$ cat src/rtl/updi_pkg.sv
// Shared definitions for the UPDI transmit path: frame field positions,
// serializer state encoding, the SYNCH character and a line-order helper.
// Ports: none (package).
package updi_pkg;

   // Field positions inside a 12-bit pre-framed UPDI character
   localparam int START_IDX  = 11;
   localparam int DATA_MSB   = 10;
   localparam int DATA_LSB   = 3;
   localparam int PARITY_IDX = 2;

   localparam logic [7:0] SYNCH = 8'h55;

   typedef enum logic [1:0] {IDLE, SHIFT, GUARD, DONE} tx_state_e;

   // Bits that follow the start bit, in line order (index 0 goes out first):
   // data LSB first, parity, first stop, second stop.
   function automatic logic [10:0] line_tail(input logic [11:0] frame);
      logic [10:0] t;
      t = '0;
      for (int i = 0; i <= DATA_MSB - DATA_LSB; i++) begin
         t[i] = frame[DATA_LSB + i];
      end
      t[8]  = frame[PARITY_IDX];
      t[9]  = frame[1];
      t[10] = frame[0];
      return t;
   endfunction

endpackage

$ cat src/rtl/updi_baud_tick.sv
// Baud down-counter: reload on restart, count down while enabled, flag the
// last cycle of a bit (bit_end) and the cycle before it (pre_end).
// Ports: clk, rstn (sync active-low), restart, en in; bit_end, pre_end out.
module updi_baud_tick #(
   parameter int CLK_DIV = 16
) (
   input  logic clk,
   input  logic rstn,
   input  logic restart,
   input  logic en,
   output logic bit_end,
   output logic pre_end
);

   localparam int BW = $clog2(CLK_DIV);
   localparam logic [BW-1:0] LOAD = BW'(CLK_DIV - 1);

   logic [BW-1:0] cnt;

   // Holds at zero rather than wrapping; the owner reloads it explicitly.
   always_ff @(posedge clk) begin
      if (!rstn) begin
         cnt <= '0;
      end else if (restart) begin
         cnt <= LOAD;
      end else if (en && (cnt != '0)) begin
         cnt <= cnt - BW'(1);
      end
   end

   assign bit_end = en && (cnt == '0);
   assign pre_end = en && (cnt == BW'(1));

endmodule

$ cat src/rtl/updi_tx_serializer.sv
// UPDI transmit serializer: shifts 12-bit pre-framed characters (8E2) onto
// the line; 1 cycle from acceptance to start bit; o_ready only in IDLE or the
// final stop-bit cycle of a non-last frame, otherwise upstream holds i_frame.
// Ports: i_clk, i_rstn (sync active-low); i_frame/i_valid/o_ready/i_trans_en
// upstream handshake; o_tx/o_tx_oe pad drive; o_busy, o_done status.
module updi_tx_serializer
   import updi_pkg::*;
#(
   parameter int CLK_DIV    = 16,
   parameter int GUARD_BITS = 2
) (
   input  logic        i_clk,
   input  logic        i_rstn,
   input  logic [11:0] i_frame,
   input  logic        i_valid,
   output logic        o_ready,
   input  logic        i_trans_en,
   output logic        o_tx,
   output logic        o_tx_oe,
   output logic        o_busy,
   output logic        o_done
);

   localparam int GUARD_CYC = GUARD_BITS * CLK_DIV;
   localparam int GW = (GUARD_CYC > 0) ? $clog2(GUARD_CYC + 1) : 1;
   localparam logic [GW-1:0] GUARD_LOAD = (GUARD_CYC > 0) ? GW'(GUARD_CYC - 1) : '0;

   tx_state_e     state;
   logic [10:0]   sr;
   logic [3:0]    bit_cnt;
   logic [GW-1:0] guard_cnt;
   logic          last;

   logic accept;
   logic bit_end;
   logic pre_end;
   logic baud_restart;

   assign accept = i_valid && o_ready;
   // Reload the baud counter for every new frame and for every bit except
   // the end of the second stop bit.
   assign baud_restart = accept || (bit_end && (bit_cnt != 4'd11));

   updi_baud_tick #(
      .CLK_DIV (CLK_DIV)
   ) u_baud (
      .clk     (i_clk),
      .rstn    (i_rstn),
      .restart (baud_restart),
      .en      (state == SHIFT),
      .bit_end (bit_end),
      .pre_end (pre_end)
   );

   always_ff @(posedge i_clk) begin
      if (!i_rstn) begin
         state     <= IDLE;
         sr        <= '0;
         bit_cnt   <= '0;
         guard_cnt <= '0;
         last      <= 1'b0;
         o_tx      <= 1'b1;
         o_tx_oe   <= 1'b0;
         o_ready   <= 1'b0;
         o_busy    <= 1'b0;
         o_done    <= 1'b0;
      end else begin
         o_done <= 1'b0;
         // o_ready is only ever high in IDLE or the final cycle of a
         // non-last frame, so this also covers zero-gap back-to-back frames.
         if (accept) begin
            state   <= SHIFT;
            sr      <= line_tail(i_frame);
            o_tx    <= i_frame[START_IDX];
            o_tx_oe <= 1'b1;
            o_busy  <= 1'b1;
            o_ready <= 1'b0;
            last    <= i_trans_en;
            bit_cnt <= '0;
         end else begin
            unique case (state)
               IDLE: begin
                  o_tx    <= 1'b1;
                  o_busy  <= 1'b0;
                  o_ready <= 1'b1;
               end
               SHIFT: begin
                  if (bit_end) begin
                     if (bit_cnt != 4'd11) begin
                        bit_cnt <= bit_cnt + 4'd1;
                        o_tx    <= sr[0];
                        sr      <= {1'b1, sr[10:1]};
                     end else if (!last) begin
                        state   <= IDLE;
                        o_tx    <= 1'b1;
                        o_busy  <= 1'b0;
                        o_ready <= 1'b1;
                     end else if (GUARD_CYC > 0) begin
                        state     <= GUARD;
                        guard_cnt <= GUARD_LOAD;
                        o_tx      <= 1'b1;
                     end else begin
                        state   <= DONE;
                        o_tx    <= 1'b1;
                        o_tx_oe <= 1'b0;
                        o_done  <= 1'b1;
                     end
                  end else begin
                     // Open the handshake for exactly the last stop-bit cycle.
                     o_ready <= pre_end && (bit_cnt == 4'd11) && !last;
                  end
               end
               GUARD: begin
                  if (guard_cnt == '0) begin
                     state   <= DONE;
                     o_tx_oe <= 1'b0;
                     o_done  <= 1'b1;
                  end else begin
                     guard_cnt <= guard_cnt - GW'(1);
                  end
               end
               DONE: begin
                  state   <= IDLE;
                  o_busy  <= 1'b0;
                  o_ready <= 1'b1;
               end
               default: state <= IDLE;
            endcase
         end
      end
   end

endmodule
$ cat config.mk
export PLATFORM = sky130hd
export DESIGN_NAME = updi_tx_serializer
export DESIGN_NICKNAME = d
export VERILOG_FILES = /design/src/rtl/updi_pkg.sv /design/src/rtl/updi_baud_tick.sv /design/src/rtl/updi_tx_serializer.sv
export SDC_FILE = /design/constraint.sdc
export NUM_CORES = 1
export LEC_CHECK = 0
export CORE_MARGIN = 1
export CORE_UTILIZATION = 50
export CTS_CLUSTER_DIAMETER = 200
export DETAILED_ROUTE_END_ITERATION = 6
export GPL_TIMING_DRIVEN = 0
export PLACE_DENSITY = 0.76
export SYNTH_ARGS = -nofsm -noshare
export SYNTH_HDL_FRONTEND = slang
export SYNTH_SLANG_ARGS = --single-unit
export TNS_END_PERCENT = 1
$ cat constraint.sdc
create_clock -name i_clk -period 1.7 [get_ports i_clk]
set_clock_uncertainty 0.15 [all_clocks]
set_input_delay 0.255 -clock i_clk [delete_from_list [all_inputs] [get_ports i_clk]]
set_output_delay 0.255 -clock i_clk [all_outputs]
set_load 0.005 [all_outputs]
==> run_results.csv <==
group,metric,value,unit
status,status,"finished with violations",
status,violations,"negative setup slack",
cts,htreeDepth,2,
worst_hold_path,hold_class,"input pin to register",
drt,drc,0,
power_and_ir_drop,vdd_drop_max,0.556,mV
power_and_ir_drop,clockPowerShare,0.288,
logic_synthesis,async_flop_share,0,
layout,final_net_count,257,
logic_synthesis,ys_ff_latch,33,
die,ioPinCount,21,
worst_setup_path,worstPathCellList,"inv_2 > ha_4 > or3b_4 > or4_4 > o211ai_1 > a21oi_1",
cts,cts-hold-fix-buffers,0,
drt,detail_route.wl_per_cell,15.0,um
sta,setup_viol,22,
logic_synthesis,synth_cell_types,46,
drt,vias,1566,
power_and_ir_drop,power.density,950,nW/um^2
cts,cts_sinks,33,
logic_synthesis,synth_flop_cell,"dfxtp_1",
global_route,grt_overflow,0,
die,coreArea,3390,um^2
cts,cts_tree,"built",
worst_setup_path,cp.buffers_inverters,1,
logic_synthesis,synthesis.nets,228,
logic_synthesis,yosys.area.top_type_share,0.369,
worst_setup_path,crit_path_end_kind,"register",
layout,drive_above_1_share,0.199,
placed_design,globalplace.congestion,0.874,
logic_synthesis,yosysSeqAreaShare,0.369,
worst_setup_path,critPathKind,"register to register",
logic_synthesis,netlist_top_cells_area,"dfxtp_1, ha_1, mux2i_1",
sta,fin_ws,-206,ps
sta,fin_crit_sh,1.12,
die,die-area,3820,um^2
global_route,grt_max_degree,11,
logic_synthesis,synth_enable_flop_cells,0,
drt,drt_pass1_iterations,4,
worst_setup_path,slowest_delay,450,ps
global_route,grt_pass1_vias,1489,
sta,holdWs,168,ps
power_and_ir_drop,leakage,0.882,nW
cts,cts_root_buffer,"clkbuf_4",
sta,fmax,525,MHz
logic_synthesis,yosys.area.top_type,"dfxtp_1",
logic_synthesis,yosysWarnings,0,
power_and_ir_drop,power.internal,1.50,mW
logic_synthesis,postSynthAreaPerCell,8.91,um^2
drt,drtAntennaViolNets,0,
cts,clock_latency,350,ps
cts,path_clk_slew,110,ps
layout,diodes,0,
sta,finalMaxSlewViolations,0,
worst_setup_path,path_max_fanout,7,
drt,drtIter0Drc,53,
placed_design,io_buffers,19,
power_and_ir_drop,switching_share,0.311,
placed_design,dp.final_hpwl,2670,um
sta,rsz0062_at_grt,"true",
drt,wirelength,4140,um
die,die_h,61.8,um
logic_synthesis,syn_area,1790,um^2
cts,numCtsBuffers,5,
logic_synthesis,syn-instance-count,201,
global_route,antenna_found_initial,0,
global_route,grt_first_pass_wirelength,6720,um
die,initial_core_util,0.528,
logic_synthesis,synth_common_cells,"dfxtp_1, a21oi_1, o21ai_0",
job,maxCapViolations,0,
layout,fill_cells,283,
worst_setup_path,cp_slowest_cell,"or3b_4",
global_route,grt_use_total,0.247,
worst_setup_path,cp-start-kind,"register",
sta,relSlewSlack,0.625,
power_and_ir_drop,seqPwrFrac,0.421,
sta,worst_pin_slew,563,ps
worst_setup_path,crit_family,"simple AND/OR/NAND/NOR gates",
drt,routed_via_density,5.65,
sta,tns,-2920,ps
cts,clk_path_buf_depth,2,
sta,finalHoldViolCount,0,
die,die_w,61.8,um
logic_synthesis,synth_most_common_cell,"dfxtp_1",
power_and_ir_drop,p_sw,0.677,mW
die,num_rows,21,
sta,post-route-min-period,1910,ps
worst_setup_path,arrival,1970,ps
layout,area_growth,28.1,%
worst_setup_path,cp.required,1770,ps
power_and_ir_drop,comb_power_share,0.291,
## cells in the final DEF, fill, tap and decap left out, types with 4 or more instances in the layout
master,netlist,final
dfxtp_1,33,28
a21oi_1,23,23
clkdlybuf4s50_1,0,19
o21ai_0,15,13
mux2i_1,12,12
nand2_1,10,10
nor2_1,10,10
ha_1,11,8
inv_1,10,7
clkbuf_1,8,7
buf_4,3,7
nand3_1,8,6
clkbuf_4,0,5
a31oi_1,4,4
dfxtp_2,0,4
## path summary, 6_finish.rpt
path,end,startpoint,cells after the start,slack (ps)
max,o_busy,u_baud.cnt[1],6,-210
min reg2reg,o_tx_oe,o_tx_oe,2,350
max reg2reg,o_busy,u_baud.cnt[1],6,-210
min,sr[0],i_rstn,3,170
## metrics by stage
step / utilization / std cells / power [mW] / area, um^2 / worst slack (ps)
after global placement: 0.609 / 266 / 1.44 / 2060 / -428
after global routing: 0.677 / 277 / 2.31 / 2290 / -294
final: 0.677 / 277 / 2.18 / 2290 / -206
after detailed placement: 0.609 / 266 / 1.45 / 2060 / -424
after floorplan: - / 201 / 1.30 / 1820 / -120
after CTS: 0.663 / 278 / 2.17 / 2250 / -225
## worst min-delay path, stage by stage
cell and delay (ps):
clkbuf_1 190, o21ai_0 130, a21oi_1 40
## power by group through the flow
stage	combinational [mW]	sequential (mW)	clock (mW)
floorplan	0.390	0.914	0
global placement	0.515	0.927	0
detailed placement	0.524	0.928	0
CTS	0.614	0.913	0.645
global route	0.697	0.930	0.680
finish	0.635	0.917	0.627
## cell families after synthesis
group | count (synthesis) | share of synthesized area
AOI/OAI and AO/OA | 63 | 0.237
DFF | 33 | 0.369
adders and majority gates | 11 | 0.0769
muxes | 13 | 0.0734
xor gates and xnor gates | 4 | 0.0196
and+or+nand+nor | 54 | 0.168
buffers and inverters | 23 | 0.0559
## timing repair
item,in CTS,in global routing
setup buffers,6,0
pin swaps,10,7
endpoints found under the setup margin,28,32
resized for setup,17,15
## layout make-up
class / count / area, um^2 / share of cell area
multi-input cells: 145 / 1130 / 0.494
flip-flops and latches: 33 / 669 / 0.292
repair buffers: 25 / 235 / 0.103
plain buffers: 10 / 72.6 / 0.0316
well taps: 46 / 57.6 / 0.0251
clock buffers: 7 / 55.1 / 0.0240
inverters: 10 / 40.0 / 0.0175
clock inverters: 1 / 30.0 / 0.0131
## state kept, by name, indices dropped and copies added, names as in the netlist
name and flops:
o_tx_oe 1, o_done 1, guard_cnt 6, state 2
last 1, sr 11, o_ready 1, u_baud.cnt 4
o_tx 1, bit_cnt 4, o_busy 1
## per-layer routing
layer	global-route usage	up-vias	share of wire
met3	0.0621	6	0.039
met1	0.304	733	0.46
met4	0.102	0	0.015
met2	0.413	34	0.49
li1	-	793	-
met5	0	-	0
Note: power is estimated with default switching activity, not from simulation.
